===== src/rtl/wisc_pkg.sv =====
// Shared WISC CPU definitions: opcodes, reset/bubble constants and the fetch FSM encoding.
package wisc_pkg;

    localparam logic [3:0]  OPC_HLT      = 4'hF;
    localparam logic [15:0] PC_RESET     = 16'h0000;
    localparam logic [15:0] BUBBLE_INSTR = 16'h0000;

    typedef enum logic [1:0] {
        FETCH   = 2'd0,
        DISCARD = 2'd1,
        HALTED  = 2'd2
    } fetch_state_t;

    function automatic logic is_hlt(input logic [15:0] instr);
        return instr[15:12] == OPC_HLT;
    endfunction

endpackage


===== src/rtl/fetch_skid_buf.sv =====
// One-entry {instr, pc2} holding register that catches a fetch completing while ID is stalled.
module fetch_skid_buf
    import wisc_pkg::*;
(
    input  logic        clk,
    input  logic        rst_n,
    input  logic        load_i,
    input  logic        unload_i,
    input  logic        clear_i,
    input  logic [15:0] instr_i,
    input  logic [15:0] pc2_i,
    output logic        valid_o,
    output logic [15:0] instr_o,
    output logic [15:0] pc2_o
);

    logic        r_valid;
    logic [15:0] r_instr;
    logic [15:0] r_pc2;

    // A flush beats a load so a squashed fetch can never survive in the buffer.
    always_ff @(posedge clk) begin
        if (!rst_n) begin
            r_valid <= 1'b0;
            r_instr <= BUBBLE_INSTR;
            r_pc2   <= PC_RESET;
        end else if (clear_i) begin
            r_valid <= 1'b0;
        end else if (load_i) begin
            r_valid <= 1'b1;
            r_instr <= instr_i;
            r_pc2   <= pc2_i;
        end else if (unload_i) begin
            r_valid <= 1'b0;
        end
    end

    assign valid_o = r_valid;
    assign instr_o = r_instr;
    assign pc2_o   = r_pc2;

endmodule


===== src/rtl/fetch_stage.sv =====
// WISC instruction-fetch stage: PC, imem handshake, IF/ID register, skid buffer and redirect handling.
// Optional performance counters are enabled by defining FETCH_PERF_CNT_EN.
module fetch_stage
    import wisc_pkg::*;
(
    input  logic        clk,
    input  logic        rst_n,
    input  logic        stall_i,
    input  logic        redirect_i,
    input  logic [15:0] redirect_pc_i,
    output logic        imem_req_o,
    output logic [15:0] imem_addr_o,
    input  logic        imem_rdy_i,
    input  logic [15:0] imem_data_i,
    output logic [15:0] pc_o,
    output logic [15:0] if_id_instr_o,
    output logic [15:0] if_id_pc2_o,
    output logic        if_id_valid_o,
    output logic        halt_fetched_o
`ifdef FETCH_PERF_CNT_EN
    ,
    output logic [15:0] fetch_cnt_o,
    output logic [15:0] miss_cnt_o
`endif
);

    fetch_state_t r_state;
    logic [15:0]  r_pc;
    logic [15:0]  r_target;
    logic [15:0]  r_if_id_instr;
    logic [15:0]  r_if_id_pc2;
    logic         r_if_id_valid;

    logic         w_req;
    logic         w_accept;
    logic         w_outstanding;
    logic [15:0]  w_pc_plus2;
    logic         w_data_hlt;
    logic         w_load_imem;
    logic         w_load_skid;
    logic         w_unload_skid;
    logic         w_bubble;
    logic         w_skid_valid;
    logic [15:0]  w_skid_instr;
    logic [15:0]  w_skid_pc2;

    assign w_req         = (r_state != HALTED) && !w_skid_valid && rst_n;
    assign w_accept      = w_req && imem_rdy_i;
    assign w_outstanding = w_req && !imem_rdy_i;
    assign w_pc_plus2    = r_pc + 16'd2;
    assign w_data_hlt    = is_hlt(imem_data_i);

    assign w_load_imem   = !redirect_i && (r_state == FETCH) && w_accept && !stall_i;
    assign w_load_skid   = !redirect_i && (r_state == FETCH) && w_accept && stall_i;
    assign w_unload_skid = !redirect_i && w_skid_valid && !stall_i;
    // Once halted, IF/ID keeps presenting the HLT instead of draining to a bubble.
    assign w_bubble      = redirect_i ||
                           (!stall_i && (r_state != HALTED) && !w_load_imem && !w_unload_skid);

    fetch_skid_buf u_skid (
        .clk      (clk),
        .rst_n    (rst_n),
        .load_i   (w_load_skid),
        .unload_i (w_unload_skid),
        .clear_i  (redirect_i),
        .instr_i  (imem_data_i),
        .pc2_i    (w_pc_plus2),
        .valid_o  (w_skid_valid),
        .instr_o  (w_skid_instr),
        .pc2_o    (w_skid_pc2)
    );

    // The request address is r_pc throughout DISCARD; the target waits in r_target.
    always_ff @(posedge clk) begin
        if (!rst_n) begin
            r_state  <= FETCH;
            r_pc     <= PC_RESET;
            r_target <= PC_RESET;
        end else if (redirect_i) begin
            if (w_outstanding) begin
                r_target <= redirect_pc_i;
                r_state  <= DISCARD;
            end else begin
                r_pc    <= redirect_pc_i;
                r_state <= FETCH;
            end
        end else begin
            case (r_state)
                FETCH: begin
                    if (w_accept) begin
                        if (w_data_hlt) begin
                            r_state <= HALTED;
                        end else begin
                            r_pc <= w_pc_plus2;
                        end
                    end
                end
                DISCARD: begin
                    if (w_accept) begin
                        r_pc    <= r_target;
                        r_state <= FETCH;
                    end
                end
                HALTED: begin
                    r_state <= HALTED;
                end
                default: begin
                    r_state <= FETCH;
                end
            endcase
        end
    end

    always_ff @(posedge clk) begin
        if (!rst_n) begin
            r_if_id_instr <= BUBBLE_INSTR;
            r_if_id_pc2   <= PC_RESET;
            r_if_id_valid <= 1'b0;
        end else if (w_bubble) begin
            r_if_id_instr <= BUBBLE_INSTR;
            r_if_id_valid <= 1'b0;
        end else if (w_load_imem) begin
            r_if_id_instr <= imem_data_i;
            r_if_id_pc2   <= w_pc_plus2;
            r_if_id_valid <= 1'b1;
        end else if (w_unload_skid) begin
            r_if_id_instr <= w_skid_instr;
            r_if_id_pc2   <= w_skid_pc2;
            r_if_id_valid <= 1'b1;
        end
    end

`ifdef FETCH_PERF_CNT_EN
    logic [15:0] r_fetch_cnt;
    logic [15:0] r_miss_cnt;

    always_ff @(posedge clk) begin
        if (!rst_n) begin
            r_fetch_cnt <= 16'h0000;
            r_miss_cnt  <= 16'h0000;
        end else begin
            if ((w_load_imem || w_unload_skid) && (r_fetch_cnt != 16'hFFFF)) begin
                r_fetch_cnt <= r_fetch_cnt + 16'd1;
            end
            if (w_outstanding && (r_miss_cnt != 16'hFFFF)) begin
                r_miss_cnt <= r_miss_cnt + 16'd1;
            end
        end
    end

    assign fetch_cnt_o = r_fetch_cnt;
    assign miss_cnt_o  = r_miss_cnt;
`endif

    assign imem_req_o     = w_req;
    assign imem_addr_o    = r_pc;
    assign pc_o           = r_pc;
    assign if_id_instr_o  = r_if_id_instr;
    assign if_id_pc2_o    = r_if_id_pc2;
    assign if_id_valid_o  = r_if_id_valid;
    assign halt_fetched_o = r_if_id_valid && is_hlt(r_if_id_instr);

endmodule


===== config.mk =====
export PLATFORM = sky130hd
export DESIGN_NAME = fetch_stage
export DESIGN_NICKNAME = d
export VERILOG_FILES = /design/src/rtl/wisc_pkg.sv /design/src/rtl/fetch_skid_buf.sv /design/src/rtl/fetch_stage.sv
export SDC_FILE = /design/constraint.sdc
export NUM_CORES = 1
export LEC_CHECK = 0
export ABC_CLOCK_PERIOD_IN_PS = 1750
export CORE_AREA = 10 10 106 132
export CTS_BUF_LIST = sky130_fd_sc_hd__clkbuf_4 sky130_fd_sc_hd__clkbuf_8
export CTS_CLUSTER_SIZE = 10
export DETAILED_ROUTE_END_ITERATION = 7
export DIE_AREA = 0 0 116 142
export GPL_ROUTABILITY_DRIVEN = 0
export HOLD_SLACK_MARGIN = 0.1
export MAX_ROUTING_LAYER = met4
export PLACE_DENSITY = 0.7
export SLEW_MARGIN = 20
export SYNTH_ARGS = -nofsm -noshare
export SYNTH_HDL_FRONTEND = slang
export SYNTH_SLANG_ARGS = --single-unit

===== constraint.sdc =====
create_clock -name clk -period 1.75 [get_ports clk]
set_clock_uncertainty 0.15 [all_clocks]
set_input_delay 0.35 -clock clk [delete_from_list [all_inputs] [get_ports clk]]
set_output_delay 0.35 -clock clk [all_outputs]
set_load 0.005 [all_outputs]

==> results.md, run 1 <==
* CTS Root Cell: clkbuf_8
* Gr ovfl total at 0
* Most frequent cells in the layout: buf_4, dfxtp_1, nand2_1
* Drt wl/cell at 20.7 um
* Hold WC Path Type: input pin to flop
* First-pass GRT wire length at 26.1 mm
* Dpl cell area at 6300 um2
* Mapped Cells at 549
* Number of core rows at 44
* Worst Path Arrival at 2.18 ns
* Seq/Total Area, Yosys at 42.8%
* Final Hold Fails at 0
* Fin. max-slew vios at 0
* Initial core utilization at 40.9%
* Largest net degree at the start of global routing at 39
* Core area at 11500 um2
* Vias in the first global route at 5126
* EDFF count, synth at 0
* PnR worst setup slack at -0.256 ns
* I/O pin cnt at 104
* Inserted Clock Buffers at 9
* Top cell type's share of synthesized area at 42.8%
* CTS clock-pin slew for the worst setup and hold paths at 0.11 ns
* Leading post-synthesis cells by cell area: dfxtp_1, a21oi_1, nand2_1
* Syn Std Cell Area at 4680 um2
* Worst slew pin tran at 0.542 ns
* Via density at 5.64
* FFs w/ async S/R, synth at 0%
* VDD IR-drop max at 0.444 mV
* Failing checks: negative setup slack
* Routed met2 length at 9.70 mm
* Final ANT Viol Nets at 0
* Final layout net count at 782
* Hold slack at 0.236 ns
* Max-slew headroom at 63.9%
* Most common cell after layout, fill and taps aside: buf_4
* Clock tree buffer depth at 2
* Initial antenna violation count at 0
* Final WL at 18.4 mm
* Final instance area at 7830 um2
* Most common flop cell mapped by yosys: dfxtp_1
* Layout cells sized above 1 at 41.4%
* Clock Sinks at 100
* DR WL met3 at 1.07 mm
* Hold_buf cts at 0
* Syn Area/Cell at 8.52 um2
* Highest metal used: met4
* Filler cells at 798
* Final-report setup violation count at 76
* RSZ-0062 raised after global routing: yes
* Die area at 16500 um2
* Met1 WL at 6.84 mm
* Drt pass-1 iters at 4
* Req. time, crit path at 1.93 ns
* Area grow syn2layout at 67.4%
* YS warnings at 0
* Status: finished with violations
* CTS tree: done
* Area leader, netlist: dfxtp_1
* Chip height at 142 um
* Die X at 116 um
* Drt drc at 0
* Initial DRC count at 373
* Worst-path maximum fanout at 5
* Synth cell types at 56
* H-tree depth at 3
* Maximum clock frequency at 0.499 GHz
* Critical path class: flop to flop
* ANT cells at 0
* Fin crit share at 115%
* Total vias in the final route at 5004
* Synth Net Count at 587
* Port buffer count at 103
* Critical Path End Type: flop
* Clock latency on the worst-skew pair at 0.39 ns
* #FFs+latches synth at 100
* Max-cap violations at 0
* CP startpoint kind: flop
* DP HPWL at 10.1 mm
* Pwr dens at 630 nW/um2
* Global router's overall resource usage at 20.4%
* Final min period at 2.01 ns
* LEAKAGE at 3.49 nW
-- critical path: stages, from the launching register on --
cell       delay, ns
dfxtp_4         0.38
or3b_4          0.44
buf_6           0.14
nor2_4          0.10
and2_4          0.20
buf_8           0.16
clkbuf_16       0.16
nand2_1         0.07
a21oi_1         0.13
-- synthesized netlist by cell type (2+ instances only) --
library cell	n
and4_1	2
nor2b_1	6
buf_4	22
o21ai_0	25
o31ai_1	2
mux2i_1	25
nor3_1	12
nand2b_1	3
inv_1	4
nor2_1	58
or3_1	3
mux2_2	7
a211o_1	2
a21oi_1	71
and2_1	3
a22o_1	4
a211oi_1	10
xor2_1	7
nand2_1	74
buf_2	12
nor2_2	2
nor4_1	2
o211ai_1	2
xnor2_1	6
nand4_1	4
nand3_1	6
a22oi_1	16
clkbuf_1	19
a211oi_2	9
a311oi_1	3
buf_6	3
dfxtp_1	100
nor3b_1	2
-- routing by layer --
layer / vias up / global-route usage, %
li1: 2314 / -
met1: 2414 / 21.2
met2: 202 / 36.2
met3: 74 / 4.05
met4: 0 / 8.65
met5: - / -
-- worst paths after layout --
check	startpoint	to	slack (ns)	depth (start not counted)
worst max register to register	r_state[0]	u_skid.instr_o[9]	-0.26	8
worst max-delay path	r_state[0]	u_skid.instr_o[9]	-0.26	8
worst min register to register	if_id_instr_o[3]	if_id_instr_o[3]	0.31	2
worst min-delay path	imem_data_i[14]	u_skid.instr_o[14]	0.24	4
-- kinds of logic after synthesis --
family | count (synthesis) | share of synthesized area [%]
AOI/OAI and AO/OA | 156 | 21.5
muxes | 32 | 7.03
xor gates and xnor gates | 13 | 2.43
buffers and inverters | 61 | 7.49
adders and majority gates | 1 | 0.267
and+or+nand+nor | 186 | 18.5
DFF | 100 | 42.8
-- power breakdown --
part	internal, mW	switching (mW)
registers	2.35	0.0526
clock network	0.653	0.842
logic	0.530	0.506
total	3.53	1.40
-- through the flow --
stage          power (mW)  TNS [ns]  setup slack (ns)  utilization [%]  cells
3_3_place_gp         3.25    -50.48            -0.609             55.0    816
3_5_place_dp         3.27    -52.26            -0.629             55.0    816
4_1_cts              4.82     -4.51            -0.135             64.7    872
2_1_floorplan        2.84    -0.640           -0.0850                -    549
5_1_grt              5.09    -14.37            -0.296             68.4    887
6_report             4.93    -11.05            -0.256             68.4    887
-- layout make-up --
class	count	area [um2]	area share, %
flip-flops and latches	100	2060	26.3
well taps	138	173	2.20
multi-input cells	391	2910	37.1
inverters	4	15.0	0.192
repair buffers	238	2490	31.8
clock buffers	13	173	2.20
clock inverters	3	18.8	0.240
-- registers in the layout, indices dropped and copies added (netlist names) --
| signal | flops |
|---|---|
| r_target | 16 |
| imem_addr_o | 16 |
| r_state | 2 |
| u_skid.valid_o | 1 |
| if_id_valid_o | 1 |
| u_skid.instr_o | 16 |
| if_id_pc2_o | 16 |
| if_id_instr_o | 16 |
| u_skid.pc2_o | 16 |
-- timing repair --
action / 4_1_cts / 5_1_grt
setup buffers: 27 / 15
gates resized for setup: 173 / 108
pin swaps: 49 / 49
endpoints found under the hold margin: 0 / 0
gates cloned: 14 / 4
setup endpoints to repair: 145 / 124
(Power assumes the default switching activity.)
==> run 2: changes to the inputs <==
Settings changed: CORE_AREA 10 10 106 132 to 10 10 117 119, DIE_AREA 0 0 116 142 to 0 0 127 129.
==> results.md, run 2 (synthesis gave the netlist of run 1 again) <==
* Gr ovfl total at 0
* Status: finished with violations
* Area grow syn2layout at 65.9%
* Final instance area at 7760 um2
* I/O pin cnt at 104
* Hold slack at 0.205 ns
* CTS tree: done
* Final layout net count at 770
* CP startpoint kind: flop
* Worst Path Arrival at 2.00 ns
* Final WL at 17.7 mm
* Initial antenna violation count at 0
* Initial core utilization at 41.3%
* Drt wl/cell at 20.1 um
* Worst Setup EP: imem_addr_o[3]
* Req. time, crit path at 1.87 ns
* Max-slew headroom at 67.3%
* Final min period at 1.87 ns
* Maximum clock frequency at 0.534 GHz
* DP HPWL at 10.3 mm
* Hold_buf cts at 0
* Max-cap violations at 0
* Hold WC Path Type: input pin to flop
* Total vias in the final route at 4986
* Critical Path End Type: flop
* Placed Cells at 826
* First-pass GRT wire length at 24.6 mm
* Core Util, Final at 68.6%
* Fin crit share at 107%
* Worst-path maximum fanout at 8
* Critical path class: flop to flop
* Reg2Reg Depth at 8
* CTS Root Cell: clkbuf_8
* Global router's overall resource usage at 18.8%
* Port buffer count at 103
* Vias in the first global route at 4769
* Clock Sinks at 100
* Layout cells sized above 1 at 41.9%
* Worst r2r src: r_state[1]
* R2R setup slack at -0.12 ns
* Inserted Clock Buffers at 9
* PnR worst setup slack at -0.121 ns
* Most common cell after layout, fill and taps aside: buf_4
* Crit. Startpoint: r_state[1]
* Filler cells at 800
* Fin cells at 880
* Final Hold Fails at 0
* VDD IR-drop max at 0.442 mV
* Fin. max-slew vios at 0
* Final ANT Viol Nets at 0
* Reg-to-Reg End: imem_addr_o[3]
* Via density at 5.67
* Drt pass-1 iters at 5
* Core area at 11300 um2
* ANT cells at 0
* LEAKAGE at 3.44 nW
* Clock latency on the worst-skew pair at 0.38 ns
* Largest net degree at the start of global routing at 36
* RSZ-0062 raised after global routing: yes
* Initial DRC count at 509
* Failing checks: negative setup slack
* Die X at 127 um
* Die area at 16400 um2
* Worst slew pin tran at 0.489 ns
* Pwr dens at 642 nW/um2
* Most frequent cells in the layout: buf_4, dfxtp_1, nand2_1
* Number of core rows at 39
* Clock tree buffer depth at 2
* Dpl cell area at 6400 um2
* Drt drc at 0
* CTS clock-pin slew for the worst setup and hold paths at 0.11 ns
* Final-report setup violation count at 67
* H-tree depth at 3
* Chip height at 129 um
run 2: cell types whose count changed in the layout (fill, tap and decap cells not counted), moves of 4 or more:
cell | before | now
a21oi_2 | 12 | 21
nand2_1 | 63 | 54
a22oi_2 | 6 | 2
nand2_2 | 8 | 15
buf_6 | 17 | 21
buf_16 | 9 | 4
nor2_4 | 13 | 18
a22oi_1 | 10 | 14
a21oi_1 | 59 | 50
nor2_2 | 14 | 5
buf_4 | 93 | 82
run 2: worst min-delay path by stage:
stage	start	endpoint	slack, ns	cells after the start
4_1_cts	u_skid.instr_o[3]	u_skid.instr_o[3]	0.31	2
3_5_place_dp	u_skid.instr_o[3]	u_skid.instr_o[3]	0.30	2
3_3_place_gp	u_skid.instr_o[1]	u_skid.instr_o[1]	0.29	2
6_report	imem_data_i[13]	u_skid.instr_o[13]	0.20	4
5_1_grt	imem_data_i[13]	u_skid.instr_o[13]	0.21	4
2_1_floorplan	u_skid.pc2_o[0]	u_skid.pc2_o[0]	0.29	2
run 2: layout make-up:
type	count	area, um2	share of cell area, %
Sequential cell	100	2060	26.5
Multi-Input combinational cell	390	2980	38.4
Clock inverter	7	81.3	1.05
Tap cell	143	179	2.30
Clock buffer	9	124	1.60
Inverter	4	15.0	0.193
Timing Repair Buffer	227	2320	29.9
run 2: what timing repair did:
action / in CTS / in global routing
cloned: 10 / 3
pin swaps: 80 / 57
resized for setup: 164 / 141
setup buffers: 27 / 6
setup endpoints to repair: 152 / 120
run 2: where the power goes:
| part | internal [mW] | switching (mW) |
|---|---|---|
| registers | 2.35 | 0.0544 |
| logic | 0.507 | 0.510 |
| clock network | 0.681 | 0.880 |
| total | 3.54 | 1.44 |
run 2: routing by layer:
| layer | routed length [um] | track usage (%) | vias up |
|---|---|---|---|
| met1 | 7180 | 22.7 | 2430 |
| met3 | 1080 | 4.02 | 36 |
| met4 | 446 | 6.10 | 0 |
| met2 | 9000 | 30.4 | 227 |
| met5 | 0 | - | - |
| li1 | - | - | 2293 |
run 2: worst max-delay path: stages, from the launching register on:
cell and delay, ns:
dfxtp_4 0.37, nor2b_4 0.14, buf_4 0.16, o31ai_4 0.32
o31ai_4 0.18, buf_6 0.18, buf_6 0.12, o21ai_2 0.10
a21oi_1 0.05
run 2: through the flow:
stage	power (mW)	setup WS (ns)	TNS, ns
2_1_floorplan	2.84	-0.0850	-0.640
3_3_place_gp	3.26	-0.647	-52.16
3_5_place_dp	3.28	-0.689	-55.81
4_1_cts	4.87	-0.120	-3.44
5_1_grt	5.15	-0.169	-7.44
6_report	4.98	-0.121	-3.18
